===== config.mk =====
export PLATFORM = sky130hd
export DESIGN_NAME = sub_serial
export DESIGN_NICKNAME = d
export VERILOG_FILES = /design/src/rtl/sub_serial.sv
export SDC_FILE = /design/constraint.sdc
export NUM_CORES = 1
export LEC_CHECK = 0
export ABC_AREA = 1
export CORE_ASPECT_RATIO = 1.1
export CORE_UTILIZATION = 35
export DETAILED_ROUTE_END_ITERATION = 6
export SYNTH_ARGS = -nofsm -noshare
export SYNTH_HDL_FRONTEND = slang
export SYNTH_SLANG_ARGS = --single-unit

===== constraint.sdc =====
create_clock -name clk -period 1.75 [get_ports clk]
set_input_delay 0.35 -clock clk [delete_from_list [all_inputs] [get_ports clk]]
set_output_delay 0.35 -clock clk [all_outputs]
set_load 0.005 [all_outputs]

===== src/rtl/sub_serial.sv =====
// sub_serial: bit-serial unsigned subtractor, LSB first, one bit per clock.
// Produces a (WIDTH+1)-bit two's-complement difference plus zero/negative flags.
// Handshake: start (sampled in IDLE) -> busy while SHIFT/DONE -> one-cycle done.
module sub_serial #(
    parameter int unsigned WIDTH = 3
) (
    input  logic             clk,
    input  logic             rst_n,
    input  logic             start,
    input  logic [WIDTH-1:0] num1,
    input  logic [WIDTH-1:0] num2,
    output logic             busy,
    output logic             done,
    output logic [WIDTH:0]   result,
    output logic             zeroflag,
    output logic             negflag
);

    localparam int unsigned CW = (WIDTH > 2) ? $clog2(WIDTH) : 1;
    localparam int unsigned RW = WIDTH + 1;

    typedef enum logic [1:0] {
        IDLE  = 2'd0,
        SHIFT = 2'd1,
        DONE  = 2'd2
    } state_t;

    state_t           state;
    logic [WIDTH-1:0] a;
    logic [WIDTH-1:0] b;
    logic [WIDTH-1:0] d;
    logic             borrow;
    logic [CW-1:0]    cnt;

    logic             diff_bit;
    logic             borrow_nxt;
    logic [WIDTH-1:0] d_shift;
    logic [WIDTH:0]   final_val;
    logic             last_bit;

    // One full-subtractor slice on the current LSBs of the operand shift registers
    always_comb begin
        diff_bit   = a[0] ^ b[0] ^ borrow;
        borrow_nxt = (~a[0] & b[0]) | (~(a[0] ^ b[0]) & borrow);
        d_shift    = {diff_bit, d[WIDTH-1:1]};
        final_val  = {borrow_nxt, d_shift};
        last_bit   = (cnt == CW'(WIDTH - 1));
    end

    // Control FSM, datapath shift registers and registered outputs
    always_ff @(posedge clk or negedge rst_n) begin
        if (!rst_n) begin
            state    <= IDLE;
            a        <= '0;
            b        <= '0;
            d        <= '0;
            borrow   <= 1'b0;
            cnt      <= '0;
            busy     <= 1'b0;
            done     <= 1'b0;
            result   <= '0;
            zeroflag <= 1'b0;
            negflag  <= 1'b0;
        end else begin
            case (state)
                IDLE: begin
                    if (start) begin
                        a      <= num1;
                        b      <= num2;
                        d      <= '0;
                        borrow <= 1'b0;
                        cnt    <= '0;
                        busy   <= 1'b1;
                        state  <= SHIFT;
                    end
                end
                SHIFT: begin
                    a      <= a >> 1;
                    b      <= b >> 1;
                    d      <= d_shift;
                    borrow <= borrow_nxt;
                    cnt    <= cnt + CW'(1);
                    // Final bit: publish result and flags together with done
                    if (last_bit) begin
                        state    <= DONE;
                        done     <= 1'b1;
                        result   <= final_val;
                        zeroflag <= (final_val == RW'(0));
                        negflag  <= borrow_nxt;
                    end
                end
                DONE: begin
                    state <= IDLE;
                    busy  <= 1'b0;
                    done  <= 1'b0;
                end
                default: begin
                    state <= IDLE;
                    busy  <= 1'b0;
                    done  <= 1'b0;
                end
            endcase
        end
    end

endmodule


# After elaboration in Yosys (flattened, before gate mapping)
# Cells that the tools add are included.
[word_totals]
regBits = 22
in_bits = 9
output_inout_bits = 8
word_cells = 50
[op_classes]
n_addsub = 1
n_eq_ne = 4
mux = 17
bitwise = 9
reduce_logical = 8
[op_table]
columns = ["operator", "count"]
rows = [
  ["3-bit one-hot mux with 2 select lines", 3],
  ["2-bit AND reduction", 5],
  ["3-bit 2-to-1 mux", 3],
  ["2-bit one-hot mux with 2 select lines", 2],
  ["2-bit 2-to-1 mux", 3],
  ["1-bit one-hot mux with 2 select lines", 3],
  ["4-bit zero test", 1],
  ["2-bit != test (second input constant)", 2],
  ["1-bit inverter", 4],
  ["1-bit 2-to-1 mux", 3],
  ["2-bit by 1-bit adder with 2-bit output (second input constant)", 1],
  ["1-bit bitwise AND", 2],
  ["2-bit by 1-bit == test with 1-bit output (second input constant)", 1],
  ["2-bit == test (second input constant)", 1],
  ["2-bit zero test", 1],
  ["2-bit nonzero test", 1],
  ["1-bit XOR", 2],
  ["1-bit OR", 1],
]

# Logic depth before layout (Yosys ltp)
# Gate-level depths: netlist (run 1).
[depth]
ltp_word = 5
mapped_depth = 7
depth_no_buf = 7

# Worst setup path before layout (run 1)
# OpenSTA, ideal clock, no wires.
[synth_timing]
path_type = "flip-flop to flip-flop"
startpoint = "register a[0]"
endpoint = "register zeroflag"
setup_time_ps = 117
arrival_time_ps = 1100
required_time_ps = 1633
slack_ps = 533
path_stages_with_launch = 5
n_path_buf = 0
period_less_slack_ps = 1217
cell_sequence = "dfrtp_1 fa_1 nor2_1 nand3_1 nand2_1"
[synth_via]
elab_cells_between_ends = 8
classes_between = "bitwise (7); reduce/logical (1)"
[synth_lines]
columns = ["item", "line", "text"]
rows = [
  ["start: declaration", "29", "logic [WIDTH-1:0] a;"],
  ["start signal: assignment", "68", "a <= num1;"],
  ["start signal: assignment", "78", "a <= a >> 1;"],
  ["1-bit XOR (2 in a row)", "43", "diff_bit = a[0] ^ b[0] ^ borrow;"],
  ["named net diff_bit", "35", "logic diff_bit;"],
  ["4-bit zero test", "88", "zeroflag <= (final_val == RW'(0));"],
  ["end signal: assignment", "88", ""],
  ["end: declaration", "15", "output logic zeroflag,"],
]
# The timed path passes the listed nets, and every way through them passes these cells.
# A chain may end at the register's enable or synchronous reset.

# Worst setup path in the final report (run 1)
[layout_timing]
startpoint = "register result[3]"
endpoint = "output result[3]"
[layout_lines]
columns = ["item", "line", "text"]
rows = [
  ["start: declaration", "14", "output logic [WIDTH:0] result,"],
  ["start signal: assignment", "87", "result <= final_val;"],
]
# No word-level cell between the ends.

==> summary.json, run 1 <==
{
  "yosysWarnings": {"value": 0},
  "max-slew-margin-rel": {"value": 70.3, "unit": "%"},
  "port_buffers": {"value": 16},
  "required": {"value": 1.40, "unit": "ns"},
  "total_power": {"value": 2.03, "unit": "mW"},
  "timing_worst_slew_pin_value": {"value": 0.446, "unit": "ns"},
  "met3_length": {"value": 64, "unit": "um"},
  "timing.clock.skew": {"value": 0.00757, "unit": "ns"},
  "ios": {"value": 17},
  "crit_path_top_delay_cell": {"value": "sky130_fd_sc_hd__clkdlybuf4s50_1"},
  "critical_path_arrival": {"value": 1.17, "unit": "ns"},
  "placement_rows": {"value": 19},
  "synth.ff_latch_count": {"value": 20},
  "cp_top_family": {"value": "buffers and inverters"},
  "synth_sequential_area_ratio": {"value": 52.0, "unit": "%"},
  "avgSynthCellArea": {"value": 9.43, "unit": "sq um"},
  "fmaxAchievable": {"value": 656, "unit": "MHz"},
  "power_density": {"value": 1760, "unit": "nW/um^2"},
  "tns": {"value": 0, "unit": "ns"},
  "p_comb_share": {"value": 49.3, "unit": "%"},
  "peakVddDrop": {"value": 1.05, "unit": "mV"},
  "cts.clk_slew.worst_paths": {"value": 0.11, "unit": "ns"},
  "met2_wirelength": {"value": 717, "unit": "um"},
  "tritoncts.num_buffers": {"value": 3},
  "synthesis.instances": {"value": 102},
  "timing.critical_path.from": {"value": "result[3]"},
  "post-cts-setup-buffer-count": {"value": 0},
  "timing.final.max_slew_violations": {"value": 0},
  "drt_pass1_iterations": {"value": 4},
  "rsz0062_at_grt": {"value": "no"},
  "cts_tree": {"value": "done"},
  "critPathMaxStageDelay": {"value": 0.50, "unit": "ns"},
  "internal-power": {"value": 1.20, "unit": "mW"},
  "reg2reg_slack": {"value": 0.45, "unit": "ns"},
  "critical_path_class": {"value": "flip-flop to output port"},
  "layout-area-overhead-vs-synth": {"value": 20.3, "unit": "%"},
  "floorplan.die.width": {"value": 52.0, "unit": "um"},
  "layout_min_cycle_time": {"value": 1.52, "unit": "ns"},
  "grt_first_pass_wirelength": {"value": 2790, "unit": "um"},
  "maxCapViolations": {"value": 0},
  "timing.critical_path.from_type": {"value": "flip-flop"},
  "power_switching_share": {"value": 40.8, "unit": "%"},
  "cts_h_tree_depth": {"value": 1},
  "worstPathCellList": {"value": "clkdlybuf4s50_1"},
  "synthDistinctLibCells": {"value": 18},
  "wire_per_inst": {"value": 10.4, "unit": "um"},
  "power_frac_seq": {"value": 40.1, "unit": "%"},
  "syn_nets": {"value": 113},
  "non_filler_cell_area_final": {"value": 1160, "unit": "sq um"},
  "die-area": {"value": 2960, "unit": "sq um"},
  "postRouteAntennaNets": {"value": 0},
  "finalNetCount": {"value": 132},
  "core-area": {"value": 2540, "unit": "sq um"},
  "clock_path_buffers": {"value": 2},
  "cts.sinks": {"value": 20},
  "worst-path-buf-inv": {"value": 1},
  "place.detailed.hpwl": {"value": 1130, "unit": "um"},
  "rr_startpoint": {"value": "a[0]"},
  "critical_path.reg2reg.endpoint": {"value": "zeroflag"},
  "drtIter0Drc": {"value": 10},
  "path_max_fanout": {"value": 3},
  "n_antenna_cell": {"value": 0},
  "layout_worst_path_cycle_share": {"value": 87.0, "unit": "%"},
  "gpl.final_weighted_congestion": {"value": 0.749},
  "vias_after_detailed_routing": {"value": 698},
  "cts.repair.resized": {"value": 0},
  "grt_usage": {"value": 12.6, "unit": "%"},
  "worstSetupEndpointType": {"value": "output port"},
  "static-leakage-power": {"value": 0.575, "unit": "nW"},
  "syn_area": {"value": 962, "unit": "sq um"},
  "endpoints_failing_setup": {"value": 0},
  "route.detailed.vias_per_inst": {"value": 4.65},
  "hold_buf_cts": {"value": 0},
  "route.detailed.drc": {"value": 0},
  "outcome": {"value": "complete, no violations"},
  "first_global_vias": {"value": 676},
  "antenna_violations_before_repair": {"value": 0},
  "r2r_cells": {"value": 4},
  "largest_net_degree_at_the_start_of_global_routing": {"value": 21},
  "post_route_cells_drive_above_1_share": {"value": 16.8, "unit": "%"},
  "area_after_dpl": {"value": 1130, "unit": "sq um"},
  "fillerInstances": {"value": 254},
  "clock_insertion_delay_worst_skew": {"value": 0.30, "unit": "ns"},
  "top_layer_used": {"value": "met4"},
  "hold_viol_final": {"value": 0},
  "grt_remaining_overflow": {"value": 0},
  "share_of_power_burned_in_the_clock_network": {"value": 10.6, "unit": "%"},
  "worstHoldPathType": {"value": "input pin to async pin"},
  "initial_utilization": {"value": 37.8, "unit": "%"},
  "clock_root_buffer": {"value": "sky130_fd_sc_hd__clkbuf_4"},
  "floorplan.die.height": {"value": 57.0, "unit": "um"},
  "total_switching_power": {"value": 0.831, "unit": "mW"},
  "wl": {"value": 1550, "unit": "um"},
  "wl_met1": {"value": 754, "unit": "um"}
}
[kinds of logic (layout without fill, tap and decap cells)]
logic type / Yosys count / after routing / synth area share [%]
fa+ha+maj: 2 / 2 / 3.38
buf+inv: 20 / 37 / 10.4
simple gates: 48 / 48 / 25.6
compound gates: 12 / 12 / 8.58
flops: 20 / 20 / 52.0
[routing by layer]
| layer | up-vias | GRT usage, % |
|---|---|---|
| met2 | 19 | 20.3 |
| met5 | - | 0 |
| met1 | 326 | 16.2 |
| li1 | 351 | - |
| met4 | 0 | 5.79 |
| met3 | 2 | 2.40 |
[worst max path at each step]
| stage | end | slack [ns] | cells after the start |
|---|---|---|---|
| floorplan | zeroflag | 0.53 | 4 |
| global placement | a[1] | 0.42 | 5 |
| detailed placement | a[1] | 0.39 | 5 |
| CTS | result[3] | 0.21 | 1 |
| global route | result[3] | 0.17 | 1 |
| finish | result[3] | 0.23 | 1 |
[registers in the layout, indices dropped and copies added, names as in the netlist]
signal	count
state	2
b	3
result	4
cnt	2
zeroflag	1
done	1
a	3
d	2
busy	1
borrow	1
[placed cells by master, fill, tap and decap left out]
cell | netlist | layout
sky130_fd_sc_hd__inv_1 | 15 | 15
sky130_fd_sc_hd__fa_1 | 1 | 1
sky130_fd_sc_hd__clkdlybuf4s50_1 | 0 | 16
sky130_fd_sc_hd__buf_4 | 1 | 1
sky130_fd_sc_hd__inv_2 | 1 | 1
sky130_fd_sc_hd__o21ai_0 | 5 | 5
sky130_fd_sc_hd__nor2_1 | 6 | 6
sky130_fd_sc_hd__inv_4 | 1 | 1
sky130_fd_sc_hd__o21ai_2 | 6 | 6
sky130_fd_sc_hd__nand2_2 | 4 | 4
sky130_fd_sc_hd__nand2_8 | 1 | 1
sky130_fd_sc_hd__nand2_4 | 3 | 3
sky130_fd_sc_hd__dfrtp_1 | 20 | 20
sky130_fd_sc_hd__nand2_1 | 20 | 20
sky130_fd_sc_hd__ha_1 | 1 | 1
sky130_fd_sc_hd__nand3_1 | 14 | 14
sky130_fd_sc_hd__clkbuf_4 | 0 | 3
sky130_fd_sc_hd__a21oi_1 | 1 | 1
[cell usage after synthesis]
library cell	count	area share, %
sky130_fd_sc_hd__a21oi_1	1	0.52
sky130_fd_sc_hd__buf_4	1	0.78
sky130_fd_sc_hd__buf_6	1	1.2
sky130_fd_sc_hd__buf_8	1	1.6
sky130_fd_sc_hd__dfrtp_1	20	52
sky130_fd_sc_hd__fa_1	1	2.1
sky130_fd_sc_hd__ha_1	1	1.3
sky130_fd_sc_hd__inv_1	15	5.9
sky130_fd_sc_hd__inv_2	1	0.39
sky130_fd_sc_hd__inv_4	1	0.65
sky130_fd_sc_hd__nand2_1	20	7.8
sky130_fd_sc_hd__nand2_2	4	2.6
sky130_fd_sc_hd__nand2_4	3	3.5
sky130_fd_sc_hd__nand2_8	1	2.1
sky130_fd_sc_hd__nand3_1	14	7.3
sky130_fd_sc_hd__nor2_1	6	2.3
sky130_fd_sc_hd__o21ai_0	5	2.6
sky130_fd_sc_hd__o21ai_2	6	5.5
[power by group through the flow]
stage / logic, mW / registers [mW] / clock network, mW
floorplan: 0.811 / 0.782 / 0
global placement: 1.01 / 0.826 / 0
detailed placement: 1.02 / 0.828 / 0
CTS: 1.03 / 0.819 / 0.223
global route: 1.16 / 0.847 / 0.241
finish: 1.00 / 0.817 / 0.215
[stage by stage]
step                      util (%)  worst slack (ns)  cells  hold WS (ns)
after global routing          45.5             0.166    150         0.410
after CTS                     45.5             0.212    150         0.389
after global placement        44.6             0.421    147         0.454
after detailed placement      44.6             0.387    147         0.465
after floorplan                  -             0.533    102        0.0544
final                         45.5             0.227    150         0.380
[final cells by class]
cell class                      count  area (sq um)  area share [%]
Sequential cell                    20           500            43.2
Multi-Input combinational cell     62           362            31.2
Timing Repair Buffer               17           168            14.5
Inverter                           17          66.3            5.73
Tap cell                           31          38.8            3.35
Clock buffer                        3          22.5            1.95
Power figures use the tool's default switching activity.
==> run 2, diff against run 1 <==
--- a/config.mk
+++ b/config.mk
@@ -9,6 +9,7 @@
 export CORE_ASPECT_RATIO = 1.1
 export CORE_UTILIZATION = 35
 export DETAILED_ROUTE_END_ITERATION = 6
+export DONT_BUFFER_PORTS = 1
 export SYNTH_ARGS = -nofsm -noshare
 export SYNTH_HDL_FRONTEND = slang
 export SYNTH_SLANG_ARGS = --single-unit
==> constraint.sdc (replaced) <==
create_clock -name clk -period 1.75 [get_ports clk]
set_input_delay 0.2625 -clock clk [delete_from_list [all_inputs] [get_ports clk]]
set_output_delay 0.2625 -clock clk [all_outputs]
set_load 0.005 [all_outputs]
==> run 2 against run 1 <==
Clock skew fell by 0.0058 ns. Critical path type is now flip-flop to flip-flop. Sequential power rose by 3.1%. Largest cell class unchanged. Global-route usage is 0.63 points higher. Maximum frequency grew 17%.
==> summary.json, run 2 (synthesized netlist as in run 1, its figures left out) <==
{
  "ios": {"value": 17, "change": "unchanged"},
  "peakVddDrop": {"value": 0.878, "unit": "mV", "change": "-16%"},
  "cts_h_tree_depth": {"value": 1, "change": "unchanged"},
  "place.detailed.hpwl": {"value": 1180, "unit": "um", "change": "+4.3%"},
  "required": {"value": 1.97, "unit": "ns", "change": "+0.57 ns"},
  "static-leakage-power": {"value": 0.520, "unit": "nW", "change": "-9.5%"},
  "initial_utilization": {"value": 37.8, "unit": "%", "change": "unchanged"},
  "maxCapViolations": {"value": 0, "change": "unchanged"},
  "internal-power": {"value": 1.11, "unit": "mW", "change": "-8.0%"},
  "most-common-layout-cells": {"value": "20 x sky130_fd_sc_hd__nand2_1, 20 x sky130_fd_sc_hd__dfrtp_1, 15 x sky130_fd_sc_hd__inv_1, 14 x sky130_fd_sc_hd__nand3_1"},
  "port_buffers": {"value": 0, "change": "-16"},
  "floorplan.die.width": {"value": 52.0, "unit": "um", "change": "unchanged"},
  "hold_viol_final": {"value": 0, "change": "unchanged"},
  "postRouteAntennaNets": {"value": 0, "change": "unchanged"},
  "timing.clock.skew": {"value": 0.00173, "unit": "ns", "change": "-0.00584 ns"},
  "wl": {"value": 1680, "unit": "um", "change": "+8.3%"},
  "power_switching_share": {"value": 43.4, "unit": "%", "change": "+2.5 points"},
  "first_global_vias": {"value": 656, "change": "-3.0%"},
  "drt_pass1_iterations": {"value": 4, "change": "unchanged"},
  "route.detailed.drc": {"value": 0, "change": "unchanged"},
  "placedCellCount": {"value": 130, "change": "-12%"},
  "outcome": {"value": "complete, no violations"},
  "timing_worst_slew_pin_value": {"value": 0.925, "unit": "ns", "change": "+0.479 ns"},
  "antenna_violations_before_repair": {"value": 0, "change": "unchanged"},
  "gpl.final_weighted_congestion": {"value": 0.718, "change": "-4.2%"},
  "timing.final.max_slew_violations": {"value": 0, "change": "unchanged"},
  "post-route-util": {"value": 39.8, "unit": "%", "change": "-5.7 points"},
  "biggestRegsByFlops": {"value": "result x4, a x3, b x3"},
  "grt_remaining_overflow": {"value": 0, "change": "unchanged"},
  "largest_register": {"value": "result"},
  "finalNetCount": {"value": 116, "change": "-12%"},
  "clock_root_buffer": {"value": "sky130_fd_sc_hd__clkbuf_4"},
  "grt_usage": {"value": 13.3, "unit": "%", "change": "+0.63 points"},
  "cts.repair.resized": {"value": 0, "change": "unchanged"},
  "worst_hold_slack": {"value": 0.0716, "unit": "ns", "change": "-0.308 ns"},
  "wire_per_inst": {"value": 12.5, "unit": "um", "change": "+20%"},
  "largest_register_ff_count": {"value": 4, "change": "unchanged"},
  "clock_path_buffers": {"value": 2, "change": "unchanged"},
  "layout-area-overhead-vs-synth": {"value": 5.33, "unit": "%"},
  "cts_tree": {"value": "done"},
  "timing.final.ws_setup": {"value": 0.446, "unit": "ns", "change": "+0.219 ns"},
  "route.detailed.vias_per_inst": {"value": 4.84, "change": "+3.9%"},
  "cts.sinks": {"value": 20, "change": "unchanged"},
  "placement_rows": {"value": 19, "change": "unchanged"},
  "max-slew-margin-rel": {"value": 38.2, "unit": "%", "change": "-32 points"},
  "power_density": {"value": 1930, "unit": "nW/um^2", "change": "+9.8%"},
  "layout_min_cycle_time": {"value": 1.30, "unit": "ns", "change": "-0.219 ns"},
  "floorplan.die.height": {"value": 57.0, "unit": "um", "change": "unchanged"},
  "die-area": {"value": 2960, "unit": "sq um", "change": "unchanged"},
  "total_switching_power": {"value": 0.848, "unit": "mW", "change": "+2.1%"},
  "cts.clk_slew.worst_paths": {"value": 0.12, "unit": "ns", "change": "about the same"},
  "worstHoldPathType": {"value": "input pin to flip-flop"},
  "rsz0062_at_grt": {"value": "no"},
  "area_after_dpl": {"value": 967, "unit": "sq um", "change": "-15%"},
  "tritoncts.num_buffers": {"value": 3, "change": "unchanged"},
  "post_route_cells_drive_above_1_share": {"value": 19.2, "unit": "%", "change": "+2.4 points"},
  "tns": {"value": 0, "unit": "ns", "change": "unchanged"},
  "critical_path_class": {"value": "flip-flop to flip-flop"},
  "largest_net_degree_at_the_start_of_global_routing": {"value": 21, "change": "unchanged"},
  "fmaxAchievable": {"value": 767, "unit": "MHz", "change": "+17%"},
  "path_max_fanout": {"value": 3, "change": "unchanged"},
  "timing.critical_path.from_type": {"value": "flip-flop"},
  "drtIter0Drc": {"value": 6, "change": "-4"},
  "share_of_power_burned_in_the_clock_network": {"value": 14.2, "unit": "%", "change": "+3.6 points"},
  "post_layout_nonfiller_instances": {"value": 135, "change": "-10%"},
  "worstSetupEndpointType": {"value": "flip-flop"},
  "fillerInstances": {"value": 257, "change": "+1.2%"},
  "grt_first_pass_wirelength": {"value": 2920, "unit": "um", "change": "+4.7%"},
  "p_comb_share": {"value": 42.7, "unit": "%", "change": "-6.6 points"},
  "core-area": {"value": 2540, "unit": "sq um", "change": "unchanged"},
  "clock_insertion_delay_worst_skew": {"value": 0.31, "unit": "ns", "change": "about the same"},
  "layout_worst_path_cycle_share": {"value": 74.5, "unit": "%", "change": "-13 points"},
  "pre_cts_slack": {"value": 0.441, "unit": "ns", "change": "+0.0541 ns"},
  "endpoints_failing_setup": {"value": 0, "change": "unchanged"},
  "n_antenna_cell": {"value": 0, "change": "unchanged"},
  "power_frac_seq": {"value": 43.0, "unit": "%", "change": "+2.9 points"},
  "critical_path_arrival": {"value": 1.52, "unit": "ns", "change": "+0.35 ns"},
  "total_power": {"value": 1.96, "unit": "mW", "change": "-3.9%"},
  "non_filler_cell_area_final": {"value": 1010, "unit": "sq um", "change": "-12%"},
  "vias_after_detailed_routing": {"value": 653, "change": "-6.4%"}
}
[run 2: changes by cell type in the layout (fill, tap and decap cells not counted)]
cell	delta
sky130_fd_sc_hd__dlygate4sd3_1	+1
sky130_fd_sc_hd__clkdlybuf4s50_1	-16
sky130_fd_sc_hd__clkbuf_8	+1
sky130_fd_sc_hd__buf_4	-1
[run 2: what timing repair did]
action / 4_1_cts / 5_1_grt
hold buffers: 1 / 0
hold endpoints to repair: 20 / 0
setup buffers: 0 / 0
[run 2: path summary, 6_finish.rpt]
path	slack (ns)	cells after the start	to	start
max	0.45	4	zeroflag	a[0]
min	0.07	2	b[2]	num2[2]
max reg2reg	0.45	4	zeroflag	a[0]
min reg2reg	0.52	1	done	state[1]
max in group asynchronous	0.67	1	b[1]	rst_n
min in group asynchronous	0.52	1	state[1]	rst_n
[run 2: layout make-up]
type | instances | area [sq um] | area share, %
clock buffers | 4 | 36.3 | 3.58
flip-flops and latches | 20 | 500 | 49.4
inverters | 17 | 66.3 | 6.54
multi-input cells | 62 | 362 | 35.7
repair buffers | 1 | 10.0 | 0.988
well taps | 31 | 38.8 | 3.83
[run 2: power groups by stage]
stage / clock network (mW) / registers (mW) / logic, mW
2_1_floorplan: 0 / 0.782 / 0.811
3_3_place_gp: 0 / 0.844 / 0.807
3_5_place_dp: 0 / 0.855 / 0.839
4_1_cts: 0.281 / 0.846 / 0.856
5_1_grt: 0.294 / 0.873 / 0.978
6_report: 0.278 / 0.842 / 0.836
[run 2: per-layer routing]
| metal | routed length [um] | global-route usage [%] | vias to the layer above |
|---|---|---|---|
| met5 | 0 | 0 | - |
| met1 | 791 | 18.0 | 311 |
| met4 | 14 | 2.32 | 0 |
| met3 | 108 | 5.60 | 2 |
| met2 | 767 | 20.0 | 20 |
| li1 | - | - | 320 |
[run 2: worst max-delay path, stage by stage (launching register included)]
cell,delay (ns)
sky130_fd_sc_hd__dfrtp_1,0.42
sky130_fd_sc_hd__fa_1,0.60
sky130_fd_sc_hd__nor2_1,0.07
sky130_fd_sc_hd__nand3_1,0.08
sky130_fd_sc_hd__nand2_1,0.05
==> run 3, diff against run 2 <==
==> constraint.sdc (replaced) <==
create_clock -name clk -period 1.08 [get_ports clk]
set_input_delay 0.162 -clock clk [delete_from_list [all_inputs] [get_ports clk]]
set_output_delay 0.162 -clock clk [all_outputs]
set_load 0.005 [all_outputs]
==> run 3 against run 2 <==
The flow now finishes with violations (negative setup slack). Global-route usage rose by 0.35 points. Critical path type unchanged. Hold slack got worse by 0.032 ns. Sequential share of layout area fell by 7.1 points. Highest routed layer unchanged.
==> summary.json, run 3 (synthesized netlist as in run 1, its figures left out) <==
{
  "outcome": {"value": "finished with violations"},
  "violated_checks": {"value": "negative setup slack"},
  "timing.final.ws_setup": {"value": -0.150, "unit": "ns", "change": "-0.596 ns"},
  "critical_path_class": {"value": "flip-flop to flip-flop"},
  "critPathMaxStageDelay": {"value": 0.58, "unit": "ns", "change": "-0.02 ns"},
  "port_buffers": {"value": 0, "change": "unchanged"},
  "layout.cells.most_common": {"value": "sky130_fd_sc_hd__dfrtp_1"},
  "tritoncts.num_buffers": {"value": 3, "change": "unchanged"},
  "timing.final.max_slew_violations": {"value": 0, "change": "unchanged"},
  "cts.clk_slew.worst_paths": {"value": 0.12, "unit": "ns", "change": "about the same"},
  "ios": {"value": 17, "change": "unchanged"},
  "worstPathCellList": {"value": "inv_2, fa_2, nor2_1, nand3_1, nand2_1"},
  "clock_insertion_delay_worst_skew": {"value": 0.30, "unit": "ns", "change": "about the same"},
  "largest_register": {"value": "result"},
  "critical_path_arrival": {"value": 1.44, "unit": "ns", "change": "-0.08 ns"},
  "first_global_vias": {"value": 700, "change": "+6.7%"},
  "grt_usage": {"value": 13.6, "unit": "%", "change": "+0.35 points"},
  "maxCapViolations": {"value": 0, "change": "unchanged"},
  "route.detailed.vias_per_inst": {"value": 4.68, "change": "-3.3%"},
  "fillerInstances": {"value": 247, "change": "-3.9%"},
  "clock_path_buffers": {"value": 2, "change": "unchanged"},
  "path_max_fanout": {"value": 3, "change": "unchanged"},
  "total_switching_power": {"value": 1.56, "unit": "mW", "change": "+84%"},
  "p_comb_share": {"value": 51.4, "unit": "%", "change": "+8.7 points"},
  "grt_remaining_overflow": {"value": 0, "change": "unchanged"},
  "worstHoldPathType": {"value": "input pin to async pin"},
  "initial_utilization": {"value": 37.8, "unit": "%", "change": "unchanged"},
  "area_after_dpl": {"value": 1020, "unit": "sq um", "change": "+5.4%"},
  "floorplan.die.height": {"value": 57.0, "unit": "um", "change": "unchanged"},
  "floorplan.die.width": {"value": 52.0, "unit": "um", "change": "unchanged"},
  "core-area": {"value": 2540, "unit": "sq um", "change": "unchanged"},
  "share_of_power_burned_in_the_clock_network": {"value": 11.8, "unit": "%", "change": "-2.4 points"},
  "power_frac_seq": {"value": 36.7, "unit": "%", "change": "-6.3 points"},
  "hold_viol_final": {"value": 0, "change": "unchanged"},
  "clock_root_buffer": {"value": "sky130_fd_sc_hd__clkbuf_4"},
  "required": {"value": 1.29, "unit": "ns", "change": "-0.68 ns"},
  "drtIter0Drc": {"value": 5, "change": "-1"},
  "cp_top_family": {"value": "adder cells"},
  "timing_worst_slew_pin_value": {"value": 0.896, "unit": "ns", "change": "-0.0291 ns"},
  "place.detailed.hpwl": {"value": 1190, "unit": "um", "change": "+1.1%"},
  "cts_h_tree_depth": {"value": 1, "change": "unchanged"},
  "cts_tree": {"value": "done"},
  "worst-path-buf-inv": {"value": 1, "change": "+1"},
  "internal-power": {"value": 2.15, "unit": "mW", "change": "+94%"},
  "n_antenna_cell": {"value": 0, "change": "unchanged"},
  "antenna_violations_before_repair": {"value": 0, "change": "unchanged"},
  "power_switching_share": {"value": 42.2, "unit": "%", "change": "-1.2 points"},
  "largest_net_degree_at_the_start_of_global_routing": {"value": 21, "change": "unchanged"},
  "reg2reg_slack": {"value": -0.15, "unit": "ns", "change": "-0.60 ns"},
  "die-area": {"value": 2960, "unit": "sq um", "change": "unchanged"},
  "post_route_cells_drive_above_1_share": {"value": 38.1, "unit": "%", "change": "+19 points"},
  "biggestRegsByFlops": {"value": "result x4, a x3, b x3"},
  "finalNetCount": {"value": 130, "change": "+12%"},
  "endpoints_failing_setup": {"value": 4, "change": "+4"},
  "layout-area-overhead-vs-synth": {"value": 23.1, "unit": "%"},
  "wl": {"value": 1810, "unit": "um", "change": "+7.5%"},
  "vias_after_detailed_routing": {"value": 697, "change": "+6.7%"},
  "post-route-util": {"value": 46.6, "unit": "%", "change": "+6.7 points"},
  "max-slew-margin-rel": {"value": 40.3, "unit": "%", "change": "+2.1 points"},
  "peakVddDrop": {"value": 1.93, "unit": "mV", "change": "+120%"},
  "drt_pass1_iterations": {"value": 4, "change": "unchanged"},
  "power_density": {"value": 3130, "unit": "nW/um^2", "change": "+62%"},
  "cts.sinks": {"value": 20, "change": "unchanged"},
  "gpl.final_weighted_congestion": {"value": 0.716, "change": "-0.28%"},
  "postRouteAntennaNets": {"value": 0, "change": "unchanged"},
  "layout_worst_path_cycle_share": {"value": 114, "unit": "%", "change": "+39 points"},
  "wire_per_inst": {"value": 12.1, "unit": "um", "change": "-2.6%"},
  "route.detailed.drc": {"value": 0, "change": "unchanged"},
  "placement_rows": {"value": 19, "change": "unchanged"},
  "static-leakage-power": {"value": 0.592, "unit": "nW", "change": "+14%"},
  "timing.clock.skew": {"value": 0.00528, "unit": "ns", "change": "+0.00355 ns"},
  "largest_register_ff_count": {"value": 4, "change": "unchanged"},
  "crit_path_top_delay_cell": {"value": "sky130_fd_sc_hd__fa_2"},
  "grt_first_pass_wirelength": {"value": 2970, "unit": "um", "change": "+1.9%"},
  "rsz0062_at_grt": {"value": "yes"},
  "non_filler_cell_area_final": {"value": 1180, "unit": "sq um", "change": "+17%"},
  "layout_min_cycle_time": {"value": 1.23, "unit": "ns", "change": "-0.0740 ns"},
  "worstSetupEndpointType": {"value": "flip-flop"},
  "most-common-layout-cells": {"value": "20 x sky130_fd_sc_hd__dfrtp_1, 17 x sky130_fd_sc_hd__nand2_1, 14 x sky130_fd_sc_hd__nand3_1, 12 x sky130_fd_sc_hd__buf_4, 11 x sky130_fd_sc_hd__inv_1"},
  "fmaxAchievable": {"value": 813, "unit": "MHz", "change": "+6.0%"},
  "timing.critical_path.from_type": {"value": "flip-flop"}
}
==> run 3: power by group through the flow <==
stage | sequential (mW) | clock (mW) | combinational [mW]
after global routing | 1.41 | 0.480 | 2.18
after detailed placement | 1.36 | 0 | 1.53
after floorplan | 1.27 | 0 | 1.31
final | 1.36 | 0.439 | 1.91
after global placement | 1.34 | 0 | 1.49
after CTS | 1.35 | 0.452 | 1.65
==> run 3: final timing paths <==
kind / endpoint / depth (start not counted) / start
setup / recovery: zeroflag / 5 / borrow
hold / removal: d[1] / 1 / rst_n
setup reg to reg: zeroflag / 5 / borrow
hold reg to reg: done / 1 / state[1]
max in group asynchronous: b[0] / 1 / rst_n
min in group clk: b[1] / 4 / num2[1]
==> run 3: per-stage QoR <==
stage | setup TNS [ns] | hold slack (ns) | instances | total power, mW | setup WS [ns]
final | -0.305 | 0.0392 | 149 | 3.71 | -0.150
after global placement | -0.308 | -0.133 | 137 | 2.83 | -0.141
after floorplan | -0.162 | -0.134 | 102 | 2.58 | -0.117
after CTS | -0.348 | 0.0755 | 145 | 3.45 | -0.147
after global routing | -0.817 | 0.0836 | 149 | 4.08 | -0.198
after detailed placement | -0.479 | -0.133 | 137 | 2.88 | -0.166
==> run 3: layout make-up <==
class	instances	area (sq um)	area share [%]
clock buffer	4	36.3	3.06
inverter	17	68.8	5.81
multi-input combinational	62	418	35.3
sequential	20	500	42.2
tap	31	38.8	3.27
timing repair buffer	15	123	10.3
==> run 3: timing repair <==
action                                 in CTS  in global routing
endpoints found under the hold margin      22                  0
setup endpoints to repair                   8                 36
resized for setup                           6                 16
hold buffers                                3                  0
setup buffers                               1                  4
pin swaps                                   2                  2
==> run 3: routing by layer <==
layer  up-vias  share of wire, %  routed length (um)  global-route usage (%)
met5         -                 0                   0                       0
met4         0              0.72                  13                    3.86
met3         2               4.0                  73                    5.07
met2        20                50                 897                    21.8
met1       324                46                 824                    17.0
li1        351                 -                   -                       -
==> edit, RTL diff (config.mk and constraints of run 1) <==
The parameter `WIDTH` goes from 3 to 6.
--- a/src/rtl/sub_serial.sv
+++ b/src/rtl/sub_serial.sv
@@ -2,7 +2,7 @@
 // Produces a (WIDTH+1)-bit two's-complement difference plus zero/negative flags.
 // Handshake: start (sampled in IDLE) -> busy while SHIFT/DONE -> one-cycle done.
 module sub_serial #(
-    parameter int unsigned WIDTH = 3
+    parameter int unsigned WIDTH = 6
 ) (
     input  logic             clk,
     input  logic             rst_n,
Ports: changed (resized num1, num2 and result); port bits go from 17 to 26. No check against the original RTL was run, so the function may have changed too.
==> edit against run 1 <==
  * Sequential cell count up 13
  * Cell area up 68%
  * Non-clock buffer count up 11
  * Total power up 67%
  * Worst hold slack better by 0.078 ns
  * Synthesized area up 63%
  * Routed wire length up 79%
  * Worst setup slack better by 0.026 ns
  * Largest cell class unchanged
==> edit: results (changes against run 1) <==
| Metric | Value |
|---|---|
| Critical R2R Launch | `cnt[1]` |
| First-pass GRT wire length | `4910 µm (+76%)` |
| Most instantiated cells after synthesis | `nand2_1 (49), dfrtp_1 (33), inv_1 (28)` |
| Xor-xnor portion of the synthesized cell area | `0% (unchanged)` |
| Post_cts resized | `0 (unchanged)` |
| Cell Int Power | `2.12 mW (+76%)` |
| Status | `complete, no violations` |
| Synth warn | `0 (unchanged)` |
| WL met2 | `1330 µm (+85%)` |
| Main synth FF type | `dfrtp_1` |
| Maximum clock insertion buffer count | `2 (unchanged)` |
| Worst Tran Pin Value | `0.428 ns (-0.0175 ns)` |
| Slowest cell delay on critical path | `0.50 ns (about the same)` |
| R2R Path End | `result[0]` |
| Fraction of layout cells with a size suffix above 1 | `12.3% (-4.5 points)` |
| Slowest-stage cell, CP | `clkdlybuf4s50_1` |
| DPL Wire Length | `1900 µm (+69%)` |
| Post-synthesis cell count | `175 (+72%)` |
| CP Data Arrival Time | `1.15 ns (-0.02 ns)` |
| Syn nets | `193 (+71%)` |
| Total track usage | `13.8% (+1.1 points)` |
| Vias in the first global route | `1126 (+67%)` |
| Worst Hold Class | `input pin to async pin` |
| Setup Buffers After CTS | `0 (unchanged)` |
| Fill count | `421 (+66%)` |
| Post-Route WL | `2780 µm (+79%)` |
| Total CTS buffers | `5 (+2)` |
| Most area-consuming cells after synthesis | `dfrtp_1 (53%), nand2_1 (12%), nand3_1 (7.3%)` |
| Vias | `1157 (+66%)` |
| Clk_lat worst skew | `~0.29 ns` |
| Drt first-iter violations | `38 (+28)` |
| H-tree depth | `2 (+1)` |
| Post-Layout Cell Count | `257 (+71%)` |
| Initial antenna violation count | `0 (unchanged)` |
| Root Driver | `clkbuf_8` |
| Met1 Wirelength | `1300 µm (+72%)` |
| First drt pass iteration count | `4 (unchanged)` |
| Max Cap Viol | `0 (unchanged)` |
| CTS clk-pin slew, worst paths | `0.07 ns (-0.04 ns)` |
| Inst Count DP | `249 (+69%)` |
| LEAKAGE | `0.980 nW (+70%)` |
| Layout Nets | `220 (+67%)` |
| Synth Area in Compound Gates | `8.79% (+0.20 points)` |
| Reg2reg setup slack | `0.37 ns (-0.08 ns)` |
| Netlist cell types | `21 (+3)` |
| Worst clock skew | `0.00624 ns (-0.00132 ns)` |
| # diodes | `0 (unchanged)` |
| Adder-Cell Fraction of Synth Area | `2.88% (-0.51 points)` |
| Placed Instance Area | `1840 µm² (+62%)` |
| Largest net degree at the start of global routing | `34 (+62%)` |
| VDD IR-drop max | `0.000730 V (-31%)` |
| Gp weighted congestion | `0.744 (-0.71%)` |
| Port Buf Inserts | `25 (+9)` |
| Register area share after synthesis | `52.7% (+0.70 points)` |
| Capturing element type of the critical path | `primary output` |
| Metal3 WL | `96 µm (+50%)` |
| R2R depth | `5 (+1)` |
| Top flop regs | `result: 7 flops, a: 6 flops, b: 6 flops` |
## edit: cell count changes after synthesis, sizes merged, moves of 2 or more
cell	before	now
buf	3	8
dfrtp	20	33
inv	17	30
nand2	28	52
nand3	14	23
nand4	0	3
o21ai	11	9
o22ai	0	7
## edit: worst max-delay path by stage
stage	startpoint	to	slack, ns	cells past startpoint
6_report	result[6]	result[6]	0.25	1
3_3_place_gp	start	a[5]	0.16	5
3_5_place_dp	start	a[5]	0.15	5
5_1_grt	cnt[1]	result[5]	0.19	4
4_1_cts	result[6]	result[6]	0.23	1
2_1_floorplan	a[0]	zeroflag	0.48	6
## edit: layout make-up
| class | instances | share of cell area (%) |
|---|---|---|
| clock buffers | 7 | 4.95 |
| inverters | 30 | 5.79 |
| repair buffers | 28 | 14.0 |
| well taps | 54 | 3.47 |
| multi-input cells | 104 | 29.0 |
| flip-flops and latches | 33 | 42.5 |
| clock inverters | 1 | 0.257 |
## edit: metal layers
metal,GRT usage [%],up-vias
met5,0,-
li1,-,597
met1,16.0,531
met4,7.25,0
met3,3.77,6
met2,22.9,23
## edit: power groups by stage
stage	Clock, mW	Combinational, mW	Sequential, mW
floorplan	0	1.16	1.26
global placement	0	1.51	1.27
detailed placement	0	1.53	1.28
CTS	0.644	1.54	1.27
global route	0.679	1.73	1.31
finish	0.628	1.51	1.26
## edit: through the flow
| step | utilization (%) | setup WS (ns) | hold WS, ns |
|---|---|---|---|
| floorplan | - | 0.478 | 0.0544 |
| global placement | 43.0 | 0.165 | 0.463 |
| detailed placement | 43.0 | 0.155 | 0.466 |
| CTS | 45.4 | 0.231 | 0.475 |
| global route | 45.4 | 0.192 | 0.507 |
| finish | 45.4 | 0.253 | 0.457 |
